### config.mk
export PLATFORM = sky130hd
export DESIGN_NAME = apb_request_arbiter
export DESIGN_NICKNAME = d
export VERILOG_FILES = /design/src/rtl/apb_request_arbiter.sv
export SDC_FILE = /design/constraint.sdc
export NUM_CORES = 1
export LEC_CHECK = 0
export CAP_MARGIN = 25
export CORE_AREA = 2 2 162 164
export CTS_BUF_LIST = sky130_fd_sc_hd__clkbuf_2 sky130_fd_sc_hd__clkbuf_4 sky130_fd_sc_hd__clkbuf_8
export CTS_CLUSTER_SIZE = 16
export DETAILED_ROUTE_END_ITERATION = 16
export DIE_AREA = 0 0 164 166
export PLACE_DENSITY_LB_ADDON = 0.05
export SYNTH_ARGS = -nofsm -noshare
export SYNTH_HDL_FRONTEND = slang
export SYNTH_SLANG_ARGS = --single-unit
### constraint.sdc
create_clock -name clk -period 6.65 [get_ports clk]
set_clock_uncertainty 0.2 [all_clocks]
set_input_delay 1.33 -clock clk [delete_from_list [all_inputs] [get_ports clk]]
set_output_delay 1.33 -clock clk [all_outputs]
set_load 0.1 [all_outputs]
### src/rtl/apb_request_arbiter.sv
// rtl/apb_request_arbiter.sv - round-robin arbiter sharing one APB master command port among N_REQ requesters
module apb_request_arbiter #(
   parameter int N_REQ   = 4,
   parameter int ADDR_W  = 32,
   parameter int DATA_W  = 32,
   parameter int SEL_W   = 2,
   parameter int TIMEOUT = 255
) (
   input  logic                    clk,
   input  logic                    reset,
   input  logic [N_REQ-1:0]        req,
   input  logic [N_REQ*SEL_W-1:0]  req_sel,
   input  logic [N_REQ-1:0]        req_write,
   input  logic [N_REQ*ADDR_W-1:0] req_addr,
   input  logic [N_REQ*DATA_W-1:0] req_wdata,
   output logic [N_REQ-1:0]        ack,
   output logic                    err,
   output logic [DATA_W-1:0]       rdata,
   output logic [N_REQ-1:0]        grant,
   output logic                    m_start,
   output logic [SEL_W-1:0]        m_sel,
   output logic                    m_write,
   output logic [ADDR_W-1:0]       m_addr,
   output logic [DATA_W-1:0]       m_wdata,
   input  logic                    m_stable,
   input  logic [DATA_W-1:0]       m_rdata
);
   localparam int IDX_W = (N_REQ > 1) ? $clog2(N_REQ) : 1;

   typedef enum logic [1:0] {IDLE, ISSUE, WAIT, DONE} state_t;

   state_t           state;
   logic [IDX_W-1:0] rr_ptr;
   logic [IDX_W-1:0] idx;
   logic [IDX_W-1:0] win;
   logic [IDX_W-1:0] cand;
   logic             found;
   logic             seen_low;
   logic [7:0]       wd;

   // First pending requester at or after rr_ptr, wrapping around.
   always_comb begin
      found = 1'b0;
      win   = '0;
      cand  = '0;
      for (int k = 0; k < N_REQ; k++) begin
         cand = IDX_W'((int'(rr_ptr) + k) % N_REQ);
         if (!found && req[cand]) begin
            found = 1'b1;
            win   = cand;
         end
      end
   end

   always_ff @(posedge clk or posedge reset) begin
      if (reset) begin
         state    <= IDLE;
         rr_ptr   <= '0;
         idx      <= '0;
         seen_low <= 1'b0;
         wd       <= '0;
         ack      <= '0;
         err      <= 1'b0;
         rdata    <= '0;
         grant    <= '0;
         m_start  <= 1'b0;
         m_sel    <= '0;
         m_write  <= 1'b0;
         m_addr   <= '0;
         m_wdata  <= '0;
      end else begin
         ack <= '0;
         case (state)
            IDLE: begin
               seen_low <= 1'b0;
               if (found) begin
                  idx     <= win;
                  grant   <= N_REQ'(1) << win;
                  m_sel   <= req_sel[win*SEL_W +: SEL_W];
                  m_write <= req_write[win];
                  m_addr  <= req_addr[win*ADDR_W +: ADDR_W];
                  m_wdata <= req_wdata[win*DATA_W +: DATA_W];
                  // Slave select 0 addresses nothing: fail straight away, never touch the bus.
                  if (req_sel[win*SEL_W +: SEL_W] == '0) begin
                     ack   <= N_REQ'(1) << win;
                     err   <= 1'b1;
                     state <= DONE;
                  end else begin
                     m_start <= 1'b1;
                     state   <= ISSUE;
                  end
               end
            end
            ISSUE: begin
               m_start  <= 1'b0;
               wd       <= '0;
               seen_low <= 1'b0;
               state    <= WAIT;
            end
            WAIT: begin
               wd <= wd + 8'd1;
               if (!m_stable) seen_low <= 1'b1;
               if (seen_low && m_stable) begin
                  if (!m_write) rdata <= m_rdata;
                  err   <= 1'b0;
                  ack   <= grant;
                  state <= DONE;
               end else if (wd == 8'(TIMEOUT - 1)) begin
                  err   <= 1'b1;
                  ack   <= grant;
                  state <= DONE;
               end
            end
            DONE: begin
               err    <= 1'b0;
               grant  <= '0;
               rr_ptr <= IDX_W'((int'(idx) + 1) % N_REQ);
               state  <= IDLE;
            end
            default: state <= IDLE;
         endcase
      end
   end
endmodule

==> results.py <==
metrics = {
    "outcome": {
        "status": "finished, final reports clean",
    },
    "setup_path": {
        "worst-path-buf-inv": 2,
        "cp.required_ns": 6.78,
        "critPathSlowestCell": "buf_4",
        "crit_fanout": 62,
        "cp.arrival_ns": 4.10,
        "start_kind": "primary input",
        "crit_chain": "clkdlybuf4s50_1 -> or3b_4 -> o221ai_4 -> buf_4 -> mux2i_1 -> mux2i_4 -> o21a_1 -> a311o_1",
        "cpLargestDelayFamily": "buffers and inverters",
        "cpPeakStageDelay_ns": 0.61,
        "ff2ff_path_depth": 7,
        "crit_type": "primary input to flip-flop",
        "worst-path-stages": 8,
        "worst_setup_path_end_kind": "flip-flop",
    },
    "routing": {
        "viasPerCell": 4.71,
        "drc": 0,
        "first_pass_iters": 4,
        "routedWlPerCell_um": 18.5,
        "ant_nets": 0,
        "drt_wl_total_mm": 29.3,
        "drt_iter0_markers": 483,
        "num_vias": 7467,
    },
    "timing": {
        "period_minus_slack_ns": 3.97,
        "finalSetupViolations": 0,
        "slew_headroom_pct": 27.2,
        "worst_pin_slew_ns": 1.09,
        "fmax_ghz": 0.252,
        "rsz0062_at_grt": "no",
        "drv_slew": 0,
        "hold_viol_final": 0,
        "fin_setup_tns_ns": 0,
        "fin_crit_sh_pct": 59.7,
    },
    "global_route": {
        "track_usage_pct": 20.8,
        "grt-ovfl-total": 0,
        "grt_max_degree": 83,
        "antenna_found_initial": 2,
        "grt_pass1_wl_mm": 43.0,
        "grt_pass1_vias": 7282,
    },
    "floorplan": {
        "die-width_um": 164,
        "boundaryPins": 416,
        "die_h_um": 166,
        "row_count": 59,
        "die_area_um2": 27200,
        "core_um2": 25600,
        "initial_core_util_pct": 27.8,
    },
    "placed_design": {
        "io_buffers": 415,
        "dpl-instance-area_um2": 11500,
        "hpwl_mm": 21.5,
        "gp_congestion": 0.793,
    },
    "power_and_ir_drop": {
        "powerDensity_nw_per_um2": 562,
        "switching_share_pct": 60.3,
        "pwr-share-clk_pct": 9.9,
        "combPwrFrac_pct": 70.7,
        "p_int_mw": 2.65,
        "p_seq_share_pct": 19.4,
        "p_switching_mw": 4.03,
        "power_leakage_nw": 5.34,
        "irDropWorstVdd_v": 0.000392,
    },
    "synth": {
        "synth.area.mux_share_pct": 7.00,
        "synth_edf_count": 0,
        "synth.top_cell.area_share_pct": 43.6,
        "yosys_warnings": 0,
        "synthAdderAreaFrac_pct": 1.23,
        "synth_top_family_by_area": "simple AND/OR/NAND/NOR gates",
        "synth_compound_area_share_pct": 11.6,
        "ys_top_cells_by_area": "dfrtp_1, nand2_1, and3_1",
        "syn-cell-area_um2": 7110,
        "synth_most_common_cell": "nand2_1",
        "synthSimpleGateAreaFrac_pct": 31.4,
        "ys_types": 49,
        "syn_inst": 857,
        "synth-xor-area-share_pct": 0.369,
        "synth_top_area_cell": "dfrtp_1",
        "synth_commonest_cells": "nand2_1, and3_1, dfrtp_1, o31ai_1, clkbuf_1",
        "ys_async_sr_fraction_pct": 100,
        "syn_avg_cell_area_um2": 8.30,
        "synth_seq_cells": 124,
        "syn_nets": 1171,
        "ys.flop_type": "dfrtp_1",
        "ys_seq_area_share_pct": 43.6,
    },
    "cells_and_area": {
        "nets": 1549,
        "drive_gt1_share_pct": 6.97,
        "final_cell_area_um2": 11900,
        "syn_to_final_growth_pct": 67.1,
    },
    "clock_network": {
        "post_cts_buffers": 0,
        "cts_hold_buf": 0,
        "cts_sinks": 124,
        "root_buffer": "clkbuf_8",
        "cts_max_path_buffers": 2,
        "insertion_delay_ns": 0.45,
        "tritoncts": "built",
        "cts_buffers": 17,
        "clk_pin_slew_ns": 0.08,
        "htree_num_levels": 4,
        "cts_resized": 0,
    },
    "hold_path": {
        "min_path_cells": 2,
        "worstHoldPathType": "flip-flop to flip-flop",
    },
    "run": {
        "max-cap-violations": 0,
    },
}
[worst register-to-register path: cells and delay by family (launching register included)]
kind | cells | cell delay (ns)
multiplexers | 2 | 0.60
AO/OA/AOI/OAI | 3 | 0.61
buffers and inverters | 1 | 0.61
flip-flops | 1 | 0.49
AND/OR/NAND/NOR | 1 | 0.45
[layer usage]
layer / track usage, % / up-vias / share of wire, %
li1: - / 3685 / -
met3: 7.54 / 19 / 9.2
met2: 36.5 / 302 / 49
met5: 0 / - / 0
met4: 5.00 / 0 / 1.4
met1: 24.1 / 3461 / 40
[sequential cells by signal, indices dropped and copies added (netlist names), 2 cells and up]
name,count
rdata,32
rr_ptr,2
m_wdata,32
ack,4
state,2
m_addr,32
m_sel,2
wd,8
idx,2
grant,4
[power groups by stage]
stage	clock, mW	sequential [mW]	combinational [mW]
2_1_floorplan	0	3.54	1.29
3_3_place_gp	0	1.30	4.76
3_5_place_dp	0	1.31	4.77
4_1_cts	0.686	1.30	4.78
5_1_grt	0.721	1.34	4.98
6_report	0.660	1.29	4.72
[worst paths after layout]
| kind | startpoint | to | slack [ns] |
|---|---|---|---|
| setup reg to reg | rr_ptr[1] | m_start | 3.58 |
| min in group asynchronous | reset | rdata[20] | 1.18 |
| hold / removal | m_wdata[31] | m_wdata[31] | 0.28 |
| setup / recovery | req[1] | m_start | 2.68 |
| hold reg to reg | m_wdata[31] | m_wdata[31] | 0.28 |
| max in group asynchronous | reset | rdata[2] | 3.90 |
[stage by stage]
stage               hold slack, ns  setup slack [ns]  power (mW)  util, %  cells
global route                 0.302              2.59        7.05     46.4   1585
floorplan                    0.270              1.82        4.83        -    857
global placement             0.260              2.29        6.06     44.9   1551
CTS                          0.283              2.71        6.76     46.4   1583
finish                       0.279              2.68        6.68     46.4   1585
detailed placement           0.265              2.22        6.08     44.9   1551
[final cells by class]
type                       count  area (µm²)
tap                          335         419
timing repair buffer         425        4240
multi-input combinational    658        3700
clock inverter                15         143
sequential                   124        3100
fill                        2565       13700
inverter                       9        38.8
antenna                        2        5.00
clock buffer                  17         234
[cell usage in the layout, fill, tap and decap left out, types with 2 or more instances in the layout]
cell             netlist  final
a21oi_1                5      5
a22o_1                 2      2
a2bb2oi_1              2      2
a32o_1                 6      6
and3_1               130    130
buf_4                  2      9
clkbuf_8               0     17
clkdlybuf4s50_1        0    415
clkinv_4               0      2
clkinvlp_4             0      3
dfrtp_1              124    124
diode_2                0      2
ha_1                   7      7
inv_1                  8      7
inv_6                  0      5
inv_8                  0      6
mux2_2                33     33
mux2i_1                7      7
mux2i_4                2      2
nand2_1              338    338
nand3_1                6      6
nor2_1                 8      8
nor2b_1                2      2
nor3_1                 2      2
o211ai_1               2      2
o21a_1                 3      3
o21ai_0               10     10
o22ai_1                2      2
o31ai_1               67     67
or3_1                  2      2
xnor2_1                2      2
[cells by family (layout without fill, tap and decap cells)]
group | after synthesis | count (layout)
and+or+nand+nor | 496 | 496
muxes | 43 | 43
DFF | 124 | 124
other | 0 | 2
adders and majority gates | 7 | 7
buffers and inverters | 75 | 466
xor gates and xnor gates | 3 | 3
AOI/OAI and AO/OA | 109 | 109
Note: power is estimated with default switching activity, not from simulation.
